File: config.mk
export PLATFORM = sky130hd
export DESIGN_NAME = serializador_flat
export DESIGN_NICKNAME = d
export VERILOG_FILES = /design/src/rtl/serializador_pkg.sv /design/src/rtl/serializador_if.sv /design/src/rtl/serializador_fifo_sincrona.sv /design/src/rtl/serializador.sv /design/src/flat_wrapper.sv
export SDC_FILE = /design/constraint.sdc
export NUM_CORES = 1
export LEC_CHECK = 0
export ABC_AREA = 0
export BUFFER_PORTS_ARGS = -buffer_cell sky130_fd_sc_hd__buf_4
export CAP_MARGIN = 20
export CORE_MARGIN = 2
export CORE_UTILIZATION = 40
export CTS_CLUSTER_DIAMETER = 120
export CTS_CLUSTER_SIZE = 16
export DETAILED_ROUTE_END_ITERATION = 16
export PLACE_DENSITY = 0.53
export REMOVE_ABC_BUFFERS = 1
export SYNTH_ARGS = -nofsm -noshare
export SYNTH_HDL_FRONTEND = slang
export SYNTH_SLANG_ARGS = --single-unit
File: constraint.sdc
create_clock -name clock_100KHz -period 3 [get_ports clock_100KHz]
set_clock_uncertainty 0.2 [all_clocks]
set_input_delay 0.3 -clock clock_100KHz [delete_from_list [all_inputs] [get_ports clock_100KHz]]
set_output_delay 0.3 -clock clock_100KHz [all_outputs]
set_load 0.01 [all_outputs]
File: src/rtl/serializador_pkg.sv
// Shared types for the serializer: FSM states and byte sizing.
// Imported by the interface, the FIFO user and the top.
package serializador_pkg;

   localparam int BYTE_WIDTH  = 8;
   localparam int BIT_COUNT_W = 3;

   typedef logic [BYTE_WIDTH-1:0] byte_t;

   typedef enum logic [2:0] {
      OCIOSO,
      INICIO,
      ENVIA,
      AGUARDA_OCUPADO,
      AGUARDA_LIVRE
   } state_t;

endpackage

File: src/rtl/serializador_if.sv
// Producer/serial-line bundle of the serializer.
// master = environment side, slave = serializer side.
interface serializador_if;
   import serializador_pkg::*;

   byte_t data_in;
   logic  write_in;
   logic  status_in;
   logic  data_out;
   logic  write_out;

   modport master (
      output data_in,
      output write_in,
      output status_in,
      input  data_out,
      input  write_out
   );

   modport slave (
      input  data_in,
      input  write_in,
      input  status_in,
      output data_out,
      output write_out
   );

endinterface

File: src/rtl/serializador_fifo_sincrona.sv
// Synchronous FIFO with registered full/empty flags.
// Full/empty refer to the occupancy before the current edge.
module fifo_sincrona #(
   parameter int WIDTH = 8,
   parameter int DEPTH = 4
) (
   input  logic             clock_100KHz,
   input  logic             reset,
   input  logic             push,
   input  logic             pop,
   input  logic [WIDTH-1:0] din,
   output logic [WIDTH-1:0] dout,
   output logic             full,
   output logic             empty
);

   localparam int AW = (DEPTH > 1) ? $clog2(DEPTH) : 1;
   localparam logic [AW:0] DEPTH_C = (AW+1)'(DEPTH);

   logic [WIDTH-1:0] mem [DEPTH];
   logic [AW-1:0]    wr_ptr;
   logic [AW-1:0]    rd_ptr;
   logic [AW:0]      count;
   logic [AW:0]      count_nx;
   logic             do_push;
   logic             do_pop;

   assign do_push = push && !full;
   assign do_pop  = pop && !empty;
   assign dout    = mem[rd_ptr];

   always_comb begin
      count_nx = count;
      unique case ({do_push, do_pop})
         2'b10:   count_nx = count + 1'b1;
         2'b01:   count_nx = count - 1'b1;
         default: count_nx = count;
      endcase
   end

   // power-of-two depth: pointers wrap by natural overflow
   always_ff @(posedge clock_100KHz or negedge reset) begin
      if (!reset) begin
         wr_ptr <= '0;
         rd_ptr <= '0;
         count  <= '0;
         full   <= 1'b0;
         empty  <= 1'b1;
      end else begin
         if (do_push) wr_ptr <= wr_ptr + 1'b1;
         if (do_pop)  rd_ptr <= rd_ptr + 1'b1;
         count <= count_nx;
         full  <= (count_nx == DEPTH_C);
         empty <= (count_nx == '0);
      end
   end

   always_ff @(posedge clock_100KHz) begin
      if (do_push) mem[wr_ptr] <= din;
   end

endmodule

File: src/rtl/serializador.sv
// Byte-to-serial transmitter, LSB-first with a start cycle, ack-paced.
// Optional downstream timeout: define SERIALIZADOR_TIMEOUT_EN.
module serializador
   import serializador_pkg::*;
#(
   parameter int FIFO_DEPTH     = 4,
   parameter int TIMEOUT_CYCLES = 16
) (
   input  logic           clock_100KHz,
   input  logic           reset,
   serializador_if.slave  bus,
   output logic           fifo_full,
   output logic           fifo_empty,
   output logic           overflow_out,
   output logic           error_out
);

   state_t                 state;
   byte_t                  shift;
   byte_t                  head;
   logic [BIT_COUNT_W-1:0] bit_cnt;
   logic                   data_q;
   logic                   write_q;
   logic                   pop;

   assign pop = (state == OCIOSO) && !fifo_empty && !bus.status_in;

   assign bus.data_out  = data_q;
   assign bus.write_out = write_q;

   fifo_sincrona #(
      .WIDTH (BYTE_WIDTH),
      .DEPTH (FIFO_DEPTH)
   ) u_fifo (
      .clock_100KHz (clock_100KHz),
      .reset        (reset),
      .push         (bus.write_in),
      .pop          (pop),
      .din          (bus.data_in),
      .dout         (head),
      .full         (fifo_full),
      .empty        (fifo_empty)
   );

   always_ff @(posedge clock_100KHz or negedge reset) begin
      if (!reset) begin
         overflow_out <= 1'b0;
      end else if (bus.write_in && fifo_full) begin
         overflow_out <= 1'b1;
      end
   end

`ifdef SERIALIZADOR_TIMEOUT_EN
   localparam int TW = $clog2(TIMEOUT_CYCLES + 1);
   localparam logic [TW-1:0] TMO_LAST = TW'(TIMEOUT_CYCLES - 1);
   logic [TW-1:0] wait_cnt;
`else
   logic unused_tmo;
   assign unused_tmo = (TIMEOUT_CYCLES > 0);
   assign error_out  = 1'b0;
`endif

   always_ff @(posedge clock_100KHz or negedge reset) begin
      if (!reset) begin
         state   <= OCIOSO;
         shift   <= '0;
         bit_cnt <= '0;
         data_q  <= 1'b0;
         write_q <= 1'b0;
`ifdef SERIALIZADOR_TIMEOUT_EN
         wait_cnt  <= '0;
         error_out <= 1'b0;
`endif
      end else begin
         unique case (state)
            OCIOSO: begin
               write_q <= 1'b0;
               data_q  <= 1'b0;
               if (pop) begin
                  shift   <= head;
                  bit_cnt <= '0;
                  write_q <= 1'b1;
                  state   <= INICIO;
               end
            end
            // start cycle done; next cycles carry bits 0..7
            INICIO: begin
               data_q <= shift[0];
               shift  <= shift >> 1;
               state  <= ENVIA;
            end
            ENVIA: begin
               if (bit_cnt == {BIT_COUNT_W{1'b1}}) begin
                  write_q <= 1'b0;
                  data_q  <= 1'b0;
                  state   <= AGUARDA_OCUPADO;
`ifdef SERIALIZADOR_TIMEOUT_EN
                  wait_cnt <= '0;
`endif
               end else begin
                  data_q  <= shift[0];
                  shift   <= shift >> 1;
                  bit_cnt <= bit_cnt + 1'b1;
               end
            end
            AGUARDA_OCUPADO: begin
               if (bus.status_in) begin
                  state <= AGUARDA_LIVRE;
               end
`ifdef SERIALIZADOR_TIMEOUT_EN
               else if (wait_cnt == TMO_LAST) begin
                  error_out <= 1'b1;
                  state     <= OCIOSO;
               end else begin
                  wait_cnt <= wait_cnt + 1'b1;
               end
`endif
            end
            AGUARDA_LIVRE: begin
               if (!bus.status_in) state <= OCIOSO;
            end
            default: state <= OCIOSO;
         endcase
      end
   end

endmodule

File: src/flat_wrapper.sv
// flat-port wrapper written by rule: the top's interface ports become plain ports
module serializador_flat import serializador_pkg::*;
#(
   parameter int FIFO_DEPTH     = 4,
   parameter int TIMEOUT_CYCLES = 16
)
  (clock_100KHz, reset, fifo_full, fifo_empty, overflow_out, error_out, bus_data_in, bus_write_in, bus_status_in, bus_data_out, bus_write_out);
  serializador_if bus_i ();
  input  logic clock_100KHz;
  input  logic reset;
  output logic fifo_full;
  output logic fifo_empty;
  output logic overflow_out;
  output logic error_out;
  input wire logic [$bits(bus_i.data_in)-1:0] bus_data_in;
  input wire logic [$bits(bus_i.write_in)-1:0] bus_write_in;
  input wire logic [$bits(bus_i.status_in)-1:0] bus_status_in;
  output wire logic [$bits(bus_i.data_out)-1:0] bus_data_out;
  output wire logic [$bits(bus_i.write_out)-1:0] bus_write_out;
  assign bus_i.data_in = bus_data_in;
  assign bus_i.write_in = bus_write_in;
  assign bus_i.status_in = bus_status_in;
  assign bus_data_out = bus_i.data_out;
  assign bus_write_out = bus_i.write_out;
  serializador #(.FIFO_DEPTH(FIFO_DEPTH), .TIMEOUT_CYCLES(TIMEOUT_CYCLES)) u_core (.clock_100KHz(clock_100KHz), .reset(reset), .bus(bus_i), .fifo_full(fifo_full), .fifo_empty(fifo_empty), .overflow_out(overflow_out), .error_out(error_out));
endmodule
Word level (Yosys, flattened, before mapping). Memory sizes are Yosys's and may differ from the RTL's. Index checks and enable logic that the tools add are counted.

Magnitude comparators: 0. $add $sub $neg: 5. Equality and inequality tests: 13. Divide/modulo/power cells: 0. Mux-type cells: 19. Reduce and logical (&&, ||, !) cells: 16. Multiply operators: 0. Bitwise logic cells: 0. Shift operators: 0.

Operators with widths (count): case mux 8 bit (3 select lines) (1); two-way mux 3 bit (6); two-way mux 8 bit (2); case mux 3 bit (5 select lines) (1); case mux 3 bit (2 select lines) (2); equality test 3 bit (second input constant) (3); != test 2 bit (second input constant) (4); adder 3 x 1 -> 3 bit (second input constant) (2); equality test 3 x 2 -> 1 bit (second input constant) (2); logical NOT 3 bit (2); AND reduction 3 bit (2); logical AND 1 bit (5); two-way mux 1 bit (5); adder 2 x 1 -> 2 bit (second input constant) (2); AND reduction 4 bit (1); equality test 3 x 1 -> 1 bit (second input constant) (1); logical NOT 1 bit (3); case mux 1 bit (3 select lines) (1); nonzero test 3 bit (1); subtractor 3 x 1 -> 3 bit (second input constant) (1); equality test 2 x 1 -> 1 bit (second input constant) (1); equality test 2 bit (second input constant) (1); != test 2 x 1 -> 1 bit (second input constant) (1); case mux 1 bit (2 select lines) (1); other kinds (2) (2).

Bits in registers: 26. Word-level logic and storage cells: 65. Bits in read-only memories: 0. Bits in latches: 0. Memory bits (writable): 32. Memories: 1.

Memory list: u_core.u_fifo.mem (depth 4, bits a word 8, rd ports 1, clocked after Yosys merged registers in 0, write ports 1, RTL line serializador_fifo_sincrona.sv:20) `logic [WIDTH-1:0] mem [DEPTH];`.

Depth between registers and ports, before layout. Gate-level depths: netlist of the first run.

Depth in word-level cells: 7. Depth in mapped cells: 9. Mapped depth without buffers: 8.

Hierarchy. A second synthesis of the first run with hierarchy kept.

Cells, all modules: 164. Area total of the unflattened synthesis: 2543.7 µm².

Modules (own cells, without submodules): fifo_sincrona (cells each 89, seq. area each 1187.4 µm², times used 1, area an instance 1651.6 µm²); serializador (cells each 75, seq. area each 425.4 µm², times used 1, area an instance 892.1 µm²).

Least setup slack after synthesis of the first run. Ideal clock, no wire load.

Path kind: flip-flop to flip-flop. From: register u_core.state[1]. To: register u_core.u_fifo.count[2]. Stages on the path, launching flop included: 10. Period minus slack after synthesis: 2513 ps. Library setup time: 127 ps. Buffers on the path: 1. Required time: 2673 ps. Arrival: 2185 ps. Setup slack: 487 ps. Path through: dfrtp_1 -> buf_4 -> nor2_1 -> and3_1 -> ha_1 -> inv_1 -> fa_1 -> xor2_1 -> o21a_1 -> or2_2.

Word-level cells in the longest chain between the ends: 6. Elaborated cells between the ends (all ways): 7. Classes of those cells: eq/ne (2); mux (1); reduce/logical (4).

RTL lines: from (decl) (RTL line serializador.sv:18) `state_t state;`; from (signal assigned) (RTL line serializador.sv:65) `state <= OCIOSO;`; from (signal assigned) (RTL line serializador.sv:83) `state <= INICIO;`; from (signal assigned) (RTL line serializador.sv:90) `state <= ENVIA;`; logical NOT 3 bit * (RTL line serializador.sv:26) `assign pop = (state == OCIOSO) && !fifo_empty && !bus.status_in;`; logical AND 1 bit * (2 in series) (RTL line serializador.sv:26); logical AND 1 bit * (RTL line serializador_fifo_sincrona.sv:29) `assign do_pop = pop && !empty;`; equality test 2 x 1 -> 1 bit / equality test 2 bit (equally long branches) (RTL line serializador_fifo_sincrona.sv:34) `unique case ({do_push, do_pop})`; case mux 3 bit (2 select lines) * (RTL line serializador_fifo_sincrona.sv:34); named net u_core.u_fifo.count_nx[2] (RTL line serializador_fifo_sincrona.sv:24) `logic [AW:0] count_nx;`; to (signal assigned) (RTL line serializador_fifo_sincrona.sv:52) `count <= count_nx;`; to (decl) (RTL line serializador_fifo_sincrona.sv:23) `logic [AW:0] count;`.

The timed path passes the listed nets; every way through them passes the cells marked *. A chain may end at the register's enable or synchronous reset.

Worst setup path in the final report of the first run.
From: input bus_status_in. To: register u_core.u_fifo.count[2].

Word-level cells in the longest chain between the ends: 5. Elaborated cells between the ends (all ways): 6. Classes of those cells: eq/ne (2); mux (1); reduce/logical (3).

RTL lines: from (decl) (RTL line flat_wrapper.sv:17) `input wire logic [$bits(bus_i.status_in)-1:0] bus_status_in;`; logical NOT 1 bit * (RTL line serializador.sv:26); logical AND 1 bit * (RTL line serializador.sv:26); logical AND 1 bit * (RTL line serializador_fifo_sincrona.sv:29); equality test 2 x 1 -> 1 bit / equality test 2 bit (equally long branches) (RTL line serializador_fifo_sincrona.sv:34); case mux 3 bit (2 select lines) * (RTL line serializador_fifo_sincrona.sv:34); named net u_core.u_fifo.count_nx[2] (RTL line serializador_fifo_sincrona.sv:24).

Marked as above.

==> results of run 1 <==
==> synthesized netlist by cell type (2+ instances only) <==
library cell               instances  area [um2]
sky130_fd_sc_hd__edfxtp_1         32         961
sky130_fd_sc_hd__dfrtp_1          25         626
sky130_fd_sc_hd__inv_1            11        41.3
sky130_fd_sc_hd__o21ai_0          11        55.1
sky130_fd_sc_hd__a211oi_1          8        60.1
sky130_fd_sc_hd__a31oi_1           8        50.1
sky130_fd_sc_hd__mux4_2            8         180
sky130_fd_sc_hd__nand3_1           8        40.0
sky130_fd_sc_hd__ha_1              7        87.6
sky130_fd_sc_hd__and2_1            5        31.3
sky130_fd_sc_hd__mux2i_1           4        40.0
sky130_fd_sc_hd__nand2_1           4        15.0
sky130_fd_sc_hd__nor3_1            4        20.0
sky130_fd_sc_hd__xnor2_1           4        35.0
sky130_fd_sc_hd__buf_6             3        33.8
sky130_fd_sc_hd__clkbuf_1          3        11.3
sky130_fd_sc_hd__nor2_1            3        11.3
sky130_fd_sc_hd__nor2b_1           3        18.8
sky130_fd_sc_hd__xor2_1            3        26.3
sky130_fd_sc_hd__a21o_1            2        15.0
sky130_fd_sc_hd__a21oi_1           2        10.0
sky130_fd_sc_hd__buf_2             2        10.0
sky130_fd_sc_hd__buf_4             2        15.0
sky130_fd_sc_hd__nor3b_1           2        15.0
==> repair_timing <==
item,4_1_cts,5_1_grt
resized for setup,0,0
hold buffers,11,0
endpoints found under the hold margin,60,0
==> through the flow <==
stage                     cells  hold slack (ns)
after floorplan             171           -0.196
after global placement      270           0.0277
after detailed placement    270           0.0361
after CTS                   297            0.200
after global routing        297            0.212
final                       297            0.202
==> state kept, by name, indices dropped and copies added (netlist names), 2 cells and up <==
register              cells
u_core.u_fifo.count       3
u_core.u_fifo.mem        32
u_core.u_fifo.wr_ptr      2
u_core.state              3
u_core.shift              8
u_core.bit_cnt            3
u_core.u_fifo.rd_ptr      2
==> layer usage <==
metal | vias up | GRT usage [%] | routed length [um]
met4 | 0 | 7.65 | 109
li1 | 742 | - | -
met3 | 11 | 4.82 | 187
met2 | 32 | 23.7 | 2380
met5 | - | 0 | 0
met1 | 759 | 19.9 | 2150
==> power breakdown <==
group / switching [mW] / internal [mW] / total (mW)
sequential: 0.177 / 1.11 / 1.28
combinational: 0.612 / 0.560 / 1.17
clock: 0.344 / 0.474 / 0.818
==> path summary, 6_finish.rpt <==
check,startpoint,end,slack (ns),cells after the start
hold / removal,reset,u_core.shift[2],0.20,2
max in group asynchronous,reset,u_core.u_fifo.empty,2.10,2
setup reg to reg,u_core.state[0],u_core.u_fifo.count[2],0.45,8
min in group clock_100KHz,u_core.overflow_out,u_core.overflow_out,0.26,1
setup / recovery,bus_status_in,u_core.u_fifo.count[2],0.28,10
hold reg to reg,u_core.overflow_out,u_core.overflow_out,0.26,1
==> logic make-up after synthesis <==
logic type,Yosys count,share of synthesized area (%)
xor gates and xnor gates,7,2.37
other,1,0.145
DFF,58,62.4
adders and majority gates,8,4.16
AOI/OAI and AO/OA,38,9.63
and+or+nand+nor,35,8.08
buffers and inverters,21,4.31
muxes,13,8.95
==> worst register-to-register path, delay by kind of cell, from the launching register on <==
family | cells | cell delay, ns
compound gates | 1 | 0.20
xor+xnor | 1 | 0.19
fa+ha+maj | 2 | 0.63
buf+inv | 1 | 0.07
flops | 1 | 0.38
simple gates | 3 | 0.77
==> final cells by class <==
type / count / area, um2 / share of cell area, %
Multi-Input combinational cell: 102 / 862 / 27.7
Clock buffer: 9 / 124 / 3.98
Sequential cell: 58 / 1610 / 51.8
Timing Repair Buffer: 33 / 275 / 8.84
Tap cell: 77 / 96.3 / 3.09
Clock inverter: 7 / 103 / 3.29
Inverter: 11 / 41.3 / 1.33
==> results.py, run 1 <==
metrics = {
    "status": {
        "status": "completed",
    },
    "global_routing": {
        "largest_net_degree_at_the_start_of_global_routing": 27,
        "grt_antenna_before_repair": 0,
        "grt_first_pass_wirelength_um": 8310,
        "grt_overflow_total": 0,
        "via_count_of_the_first_global_routing_pass": 1654,
        "grt_util_all_layers_pct": 15.4,
    },
    "synth": {
        "yosys.cell_types.count": 41,
        "dominantRegCellSynth": "sky130_fd_sc_hd__edfxtp_1",
        "mappedNetlistArea_mm2": 0.00259,
        "post_synth.cell_area_avg_um2": 14.3,
        "async_flop_share_pct": 44.8,
        "number_of_enable_type_register_cells_in_the_synthesized_netlist": 32,
        "synth.ff_latch_count": 58,
        "yosys_warnings": 0,
        "synth_cells": 181,
        "seq_area_frac_synth_pct": 62.4,
    },
    "routing": {
        "num_vias": 1544,
        "drt_drc_violations_left": 0,
        "final_antenna_net_count": 0,
        "firstDrtPassIters": 4,
        "route.detailed.wl_per_inst_um": 16.3,
        "average_via_count_per_standard_cell": 5.20,
        "drt-initial-drc-count": 80,
        "totalWireLength_um": 4830,
    },
    "clock_tree": {
        "cts.sink_count": 58,
        "tritoncts.num_buffers": 9,
        "path_clk_slew_ns": 0.08,
        "post_cts_buffers": 0,
        "ctsRootBufferMaster": "sky130_fd_sc_hd__clkbuf_8",
        "insertion_delay_ns": 0.34,
        "htreeDepth": 3,
        "ctsLongestPathBuffers": 2,
        "tritoncts_clock_tree": "done",
    },
    "final_layout": {
        "antenna-diode-count": 0,
        "area.growth.synth_to_final_pct": 20.4,
        "fillCellCount": 566,
        "final_design_area_no_fill_mm2": 0.00311,
        "layout_common_cells": "sky130_fd_sc_hd__edfxtp_1, sky130_fd_sc_hd__dfrtp_1, sky130_fd_sc_hd__buf_4",
        "drive_above_1_share_pct": 23.6,
        "finalNetCount": 235,
        "final_util_pct": 49.3,
        "mostFrequentLayoutCell": "sky130_fd_sc_hd__edfxtp_1",
    },
    "power_and_ir_drop": {
        "p_per_area_mw_per_mm2": 1050,
        "worst_ir_drop_vdd_mv": 0.419,
        "p_leak_nw": 1.23,
        "fin_total_pwr_mw": 3.27,
    },
    "worst_hold_path": {
        "worstHoldPathType": "in2async",
    },
    "place": {
        "placed_inst_area_mm2": 0.00278,
        "numPortBuffers": 16,
        "gp_congestion": 0.802,
        "dp_worst_setup_slack_ns": 0.462,
        "dpl.hpwl_um": 3220,
    },
    "sta": {
        "setup_slack_ns": 0.278,
        "fmax_mhz": 367,
        "worst_slew_margin_rel_pct": 60.4,
        "worst_pin_slew_ns": 0.593,
        "finalHoldViolations": 0,
        "rsz0062_at_grt": "false",
        "tns_ns": 0,
        "final_max_slew_viol_count": 0,
        "setup_viol": 0,
        "timing.final.crit_share_pct": 90.7,
        "layout_min_cycle_time_ns": 2.72,
    },
    "critical_path": {
        "worst-path-buf-inv": 3,
        "crit_path_end_kind": "flip-flop",
        "critical_path.max_fanout": 6,
        "timing_worst_setup_path_type": "in2reg",
        "longest_individual_stage_delay_on_the_worst_path_ns": 0.55,
        "critPathRequiredTime_ns": 3.03,
        "timing.critical_path.cells": "dlygate4sd3_1, buf_4, nor2_1, and3_1, ha_1, inv_1, fa_1, xor2_1, o21a_1, or2_2",
        "critPathArrivalTime_ns": 2.75,
        "slowest_stage": "sky130_fd_sc_hd__dlygate4sd3_1",
        "start_kind": "input port",
        "timing.critical_path.max_delay_family": "buffers and inverters",
    },
    "die": {
        "initial_core_util_pct": 41.0,
        "rows": 29,
        "fp.dieW_um": 84.4,
        "area_of_the_core_mm2": 0.00631,
        "floorplan.io_pins": 18,
        "floorplan.die.height_um": 84.4,
        "fp.dieArea_mm2": 0.00713,
    },
    "flow_run": {
        "max_cap_viol_count": 0,
    },
}
No activity file was read; power rests on OpenSTA's default activity.
==> run 2, diff against run 1 <==
Settings changed: BUFFER_PORTS_ARGS -buffer_cell sky130_fd_sc_hd__buf_4 to -buffer_cell sky130_fd_sc_hd__buf_2.
==> results.py, run 2 (synthesis gave the netlist of run 1 again) <==
metrics = {
    "sta": {
        "setup_viol": 0,
        "tns_ns": 0,
        "setup_slack_ns": 0.382,
        "worst_pin_slew_ns": 0.619,
        "final_max_slew_viol_count": 0,
        "worst_slew_margin_rel_pct": 58.7,
        "rsz0062_at_grt": "false",
        "timing.final.crit_share_pct": 87.3,
        "layout_min_cycle_time_ns": 2.62,
        "fin_hold_ws_ns": 0.0353,
        "finalHoldViolations": 0,
        "fmax_mhz": 382,
    },
    "routing": {
        "drt-initial-drc-count": 71,
        "firstDrtPassIters": 4,
        "route.detailed.wl_per_inst_um": 15.6,
        "average_via_count_per_standard_cell": 5.16,
        "final_antenna_net_count": 0,
        "drt_drc_violations_left": 0,
        "num_vias": 1528,
        "totalWireLength_um": 4620,
    },
    "final_layout": {
        "ff_latch_area_mm2": 0.00161,
        "biggest_register": "u_core.u_fifo.mem",
        "drive_above_1_share_pct": 23.7,
        "final_design_area_no_fill_mm2": 0.00306,
        "fillCellCount": 567,
        "layout_common_cells": "sky130_fd_sc_hd__edfxtp_1, sky130_fd_sc_hd__dfrtp_1, sky130_fd_sc_hd__buf_2, sky130_fd_sc_hd__inv_1, sky130_fd_sc_hd__o21ai_0",
        "finalNetCount": 234,
        "mostFrequentLayoutCell": "sky130_fd_sc_hd__edfxtp_1",
        "max_reg_flops": 32,
        "area.growth.synth_to_final_pct": 18.4,
        "antenna-diode-count": 0,
        "multi_input_comb_area_um2": 862,
        "biggestRegsByFlops": "u_core.u_fifo.mem (32), u_core.shift (8)",
        "final_util_pct": 48.5,
        "instances_no_fill": 296,
    },
    "die": {
        "floorplan.die.height_um": 84.4,
        "rows": 29,
        "floorplan.io_pins": 18,
        "fp.dieArea_mm2": 0.00713,
        "initial_core_util_pct": 41.0,
        "area_of_the_core_mm2": 0.00631,
        "fp.dieW_um": 84.4,
    },
    "clock_tree": {
        "ctsRootBufferMaster": "sky130_fd_sc_hd__clkbuf_8",
        "insertion_delay_ns": 0.34,
        "path_clk_slew_ns": 0.08,
        "post_cts_buffers": 0,
        "cts.sink_count": 58,
        "tritoncts.num_buffers": 9,
        "tritoncts_clock_tree": "done",
        "htreeDepth": 3,
        "ctsLongestPathBuffers": 2,
    },
    "global_routing": {
        "largest_net_degree_at_the_start_of_global_routing": 27,
        "grt_util_met3_pct": 4.42,
        "busiest_layer": "met2",
        "grt_antenna_before_repair": 0,
        "grt_util_met2_pct": 22.8,
        "grt_first_pass_wirelength_um": 7810,
        "globalRouteMet1Util_pct": 18.6,
        "via_count_of_the_first_global_routing_pass": 1594,
        "grt_util_all_layers_pct": 14.4,
        "grt_overflow_total": 0,
    },
    "place": {
        "dp_cell_count": 270,
        "placed_inst_area_mm2": 0.00274,
        "dp_worst_setup_slack_ns": 0.452,
        "dpl.hpwl_um": 3130,
        "gp_congestion": 0.725,
        "numPortBuffers": 16,
    },
    "critical_path": {
        "slowest_stage": "sky130_fd_sc_hd__dlygate4sd3_1",
        "timing.critical_path.max_delay_family": "buffers and inverters",
        "worst-path-buf-inv": 5,
        "critPathArrivalTime_ns": 2.63,
        "crit_path_end_kind": "flip-flop",
        "timing.critical_path.cells": "dlygate4sd3_1, buf_2, nor2b_1, buf_4, inv_1, ha_1, inv_1, fa_1, xor2_1, o21a_1, or2_2",
        "longest_individual_stage_delay_on_the_worst_path_ns": 0.53,
        "start_kind": "input port",
        "critical_path.max_fanout": 8,
        "cp_common_cell": "sky130_fd_sc_hd__inv_1",
        "timing_worst_setup_path_type": "in2reg",
        "critPathRequiredTime_ns": 3.02,
    },
    "worst_hold_path": {
        "worstHoldPathType": "in2reg",
    },
    "power_and_ir_drop": {
        "p_per_area_mw_per_mm2": 1060,
        "p_leak_nw": 1.21,
        "worst_ir_drop_vdd_mv": 0.415,
        "fin_total_pwr_mw": 3.24,
    },
    "flow_run": {
        "max_cap_viol_count": 0,
    },
    "status": {
        "status": "completed",
    },
}
## run 2: changes by cell type in the layout (fill, tap and decap cells not counted), sizes merged
cell         delta
clkinv          -1
dlygate4sd3     -1
clkinvlp        +1
## run 2: repair_timing
item	CTS	global route
hold buffers	10	0
endpoints found under the hold margin	55	0
gates resized for setup	0	0
## run 2: routing by layer
metal	vias up	share of wire [%]
met5	-	0
met4	0	1.4
met3	6	3.7
met2	31	49
met1	753	46
li1	738	-
## run 2: layout make-up
type                    count  share of cell area [%]
inverters                  11                    1.35
multi-input cells         102                    28.1
repair buffers             32                    7.35
clock buffers               9                    4.04
clock inverters             7                    3.31
flip-flops and latches     58                    52.7
well taps                  77                    3.15
## run 2: final timing paths
kind	cells past startpoint	slack, ns	start	to
worst max register to register	8	0.43	u_core.state[0]	u_core.u_fifo.count[2]
worst max-delay path	11	0.38	bus_write_in	u_core.u_fifo.count[2]
worst min-delay path	2	0.04	bus_status_in	u_core.state[1]
worst min register to register	1	0.26	u_core.overflow_out	u_core.overflow_out
min in group asynchronous	2	0.31	reset	u_core.bit_cnt[2]
max in group asynchronous	2	1.88	reset	u_core.u_fifo.count[1]
## run 2: where the power goes
group	leakage, nW	switching, mW	internal, mW
Combinational	0.498	0.615	0.542
Clock	0.106	0.338	0.473
Sequential	0.604	0.171	1.11
Total	1.21	1.12	2.12
==> run 3, diff against run 2 <==
Settings changed: BUFFER_PORTS_ARGS -buffer_cell sky130_fd_sc_hd__buf_2 to not set, DONT_BUFFER_PORTS set to 1, PLACE_DENSITY 0.53 to 0.5.
==> results.py, run 3 (synthesis gave the netlist of run 1 again) <==
metrics = {
    "routing": {
        "drt-initial-drc-count": 113,
        "firstDrtPassIters": 4,
        "met2_wirelength_um": 2270,
        "dr.max_layer_used": "met4",
        "num_vias": 1513,
        "met1Wirelength_um": 2120,
        "drt_drc_violations_left": 0,
        "final_antenna_net_count": 0,
        "total_met3_wirelength_after_detailed_routing_um": 223,
        "totalWireLength_um": 4660,
        "route.detailed.wl_per_inst_um": 16.5,
        "average_via_count_per_standard_cell": 5.37,
    },
    "power_and_ir_drop": {
        "intPower_mw": 2.18,
        "switching_share_pct": 33.2,
        "worst_ir_drop_vdd_mv": 0.417,
        "power.switching_mw": 1.08,
        "pwr-share-clk_pct": 25.9,
        "p_per_area_mw_per_mm2": 1080,
        "seq_power_share_pct": 39.7,
        "p_comb_share_pct": 34.3,
        "p_leak_nw": 1.16,
    },
    "critical_path": {
        "crit_path_end_kind": "flip-flop",
        "timing_worst_setup_path_type": "reg2reg",
        "start_kind": "flip-flop",
        "critical_path.max_fanout": 4,
        "timing.critical_path.cells": "nor2_1, and3_1, ha_1, inv_1, fa_1, xor2_1, o21a_1, or2_2",
        "longest_individual_stage_delay_on_the_worst_path_ns": 0.40,
        "slowest_stage": "sky130_fd_sc_hd__fa_1",
        "critPathRequiredTime_ns": 3.00,
        "critPathArrivalTime_ns": 2.52,
    },
    "place": {
        "dp_worst_setup_slack_ns": 0.480,
        "gp_congestion": 0.762,
        "dpl.hpwl_um": 3140,
        "numPortBuffers": 0,
    },
    "final_layout": {
        "biggestRegsByFlops": "u_core.u_fifo.mem (32), u_core.shift (8)",
        "fillCellCount": 581,
        "biggest_register": "u_core.u_fifo.mem",
        "mostFrequentLayoutCell": "sky130_fd_sc_hd__edfxtp_1",
        "antenna-diode-count": 0,
        "finalNetCount": 220,
        "max_reg_flops": 32,
        "area.growth.synth_to_final_pct": 16.8,
        "layout_common_cells": "sky130_fd_sc_hd__edfxtp_1, sky130_fd_sc_hd__dfrtp_1, sky130_fd_sc_hd__inv_1, sky130_fd_sc_hd__o21ai_0, sky130_fd_sc_hd__dlygate4sd3_1",
        "drive_above_1_share_pct": 16.6,
        "ff_latch_area_mm2": 0.00161,
        "multi_input_comb_area_um2": 862,
    },
    "clock_tree": {
        "tritoncts_clock_tree": "done",
        "tritoncts.num_buffers": 9,
        "insertion_delay_ns": 0.33,
        "cts.sink_count": 58,
        "post_cts_buffers": 0,
        "htreeDepth": 3,
        "ctsLongestPathBuffers": 2,
        "path_clk_slew_ns": 0.07,
        "ctsRootBufferMaster": "sky130_fd_sc_hd__clkbuf_8",
    },
    "global_routing": {
        "grt_antenna_before_repair": 0,
        "grt_overflow_total": 0,
        "via_count_of_the_first_global_routing_pass": 1604,
        "largest_net_degree_at_the_start_of_global_routing": 27,
        "grt_first_pass_wirelength_um": 8050,
        "grt_util_all_layers_pct": 14.8,
    },
    "sta": {
        "fmax_mhz": 396,
        "setup_viol": 0,
        "final_max_slew_viol_count": 0,
        "rsz0062_at_grt": "false",
        "tns_ns": 0,
        "timing.final.crit_share_pct": 84.1,
        "finalHoldViolations": 0,
        "layout_min_cycle_time_ns": 2.52,
        "setup_slack_ns": 0.477,
        "worst_pin_slew_ns": 0.629,
        "worst_slew_margin_rel_pct": 58.1,
    },
    "die": {
        "area_of_the_core_mm2": 0.00631,
        "fp.dieW_um": 84.4,
        "initial_core_util_pct": 41.0,
        "floorplan.die.height_um": 84.4,
        "fp.dieArea_mm2": 0.00713,
        "rows": 29,
        "floorplan.io_pins": 18,
    },
    "worst_hold_path": {
        "worstHoldPathType": "in2reg",
    },
    "flow_run": {
        "max_cap_viol_count": 0,
    },
    "status": {
        "status": "completed",
    },
}
-- run 3: power groups by stage --
| stage | registers [mW] | clock network, mW | logic [mW] |
|---|---|---|---|
| 2_1_floorplan | 1.29 | 0 | 0.810 |
| 3_3_place_gp | 1.30 | 0 | 1.07 |
| 3_5_place_dp | 1.32 | 0 | 1.10 |
| 4_1_cts | 1.30 | 0.866 | 1.13 |
| 5_1_grt | 1.33 | 0.914 | 1.28 |
| 6_report | 1.30 | 0.846 | 1.12 |
-- run 3: repair_timing --
item / 4_1_cts / 5_1_grt
endpoints found under the hold margin: 62 / 0
gates resized for setup: 0 / 0
hold buffers: 12 / 0
-- run 3: critical path, delay by kind of cell, from the launching register on --
| family | cells | cell delay, ns |
|---|---|---|
| simple gates | 3 | 0.77 |
| fa+ha+maj | 2 | 0.60 |
| flops | 1 | 0.38 |
| compound gates | 1 | 0.20 |
| xor+xnor | 1 | 0.19 |
| buf+inv | 1 | 0.06 |
-- run 3: metrics by stage --
| stage | area [um2] | instances | power, mW | util [%] | hold WS (ns) |
|---|---|---|---|---|---|
| floorplan | 2520 | 171 | 2.10 | - | -0.196 |
| global placement | 2660 | 254 | 2.37 | 42.1 | -0.195 |
| detailed placement | 2660 | 254 | 2.42 | 42.1 | -0.195 |
| CTS | 3020 | 282 | 3.30 | 47.8 | 0.00833 |
| global route | 3020 | 282 | 3.52 | 47.8 | 0.0116 |
| finish | 3020 | 282 | 3.26 | 47.8 | 0.0199 |
-- run 3: cell type report --
cell class	instances	share of cell area, %
clock buffers	10	4.23
clock inverters	6	3.48
inverters	11	1.37
multi-input cells	102	28.5
flip-flops and latches	58	53.4
well taps	77	3.19
repair buffers	18	5.80
-- run 3: per-layer routing --
metal  track usage, %  vias to the layer above
li1                 -                      715
met1             19.9                      752
met2             22.7                       42
met5                0                        -
met4             5.19                        0
met3             4.92                        4
-- run 3: final timing paths --
check	depth (start not counted)	start	end	slack, ns
max	8	u_core.state[0]	u_core.u_fifo.count[2]	0.48
min	3	bus_status_in	u_core.u_fifo.rd_ptr[1]	0.02
max reg2reg	8	u_core.state[0]	u_core.u_fifo.count[2]	0.48
min reg2reg	1	u_core.u_fifo.count[0]	u_core.u_fifo.count[0]	0.29
max in group asynchronous	2	reset	u_core.u_fifo.empty	2.17
min in group asynchronous	2	reset	u_core.bit_cnt[2]	0.20
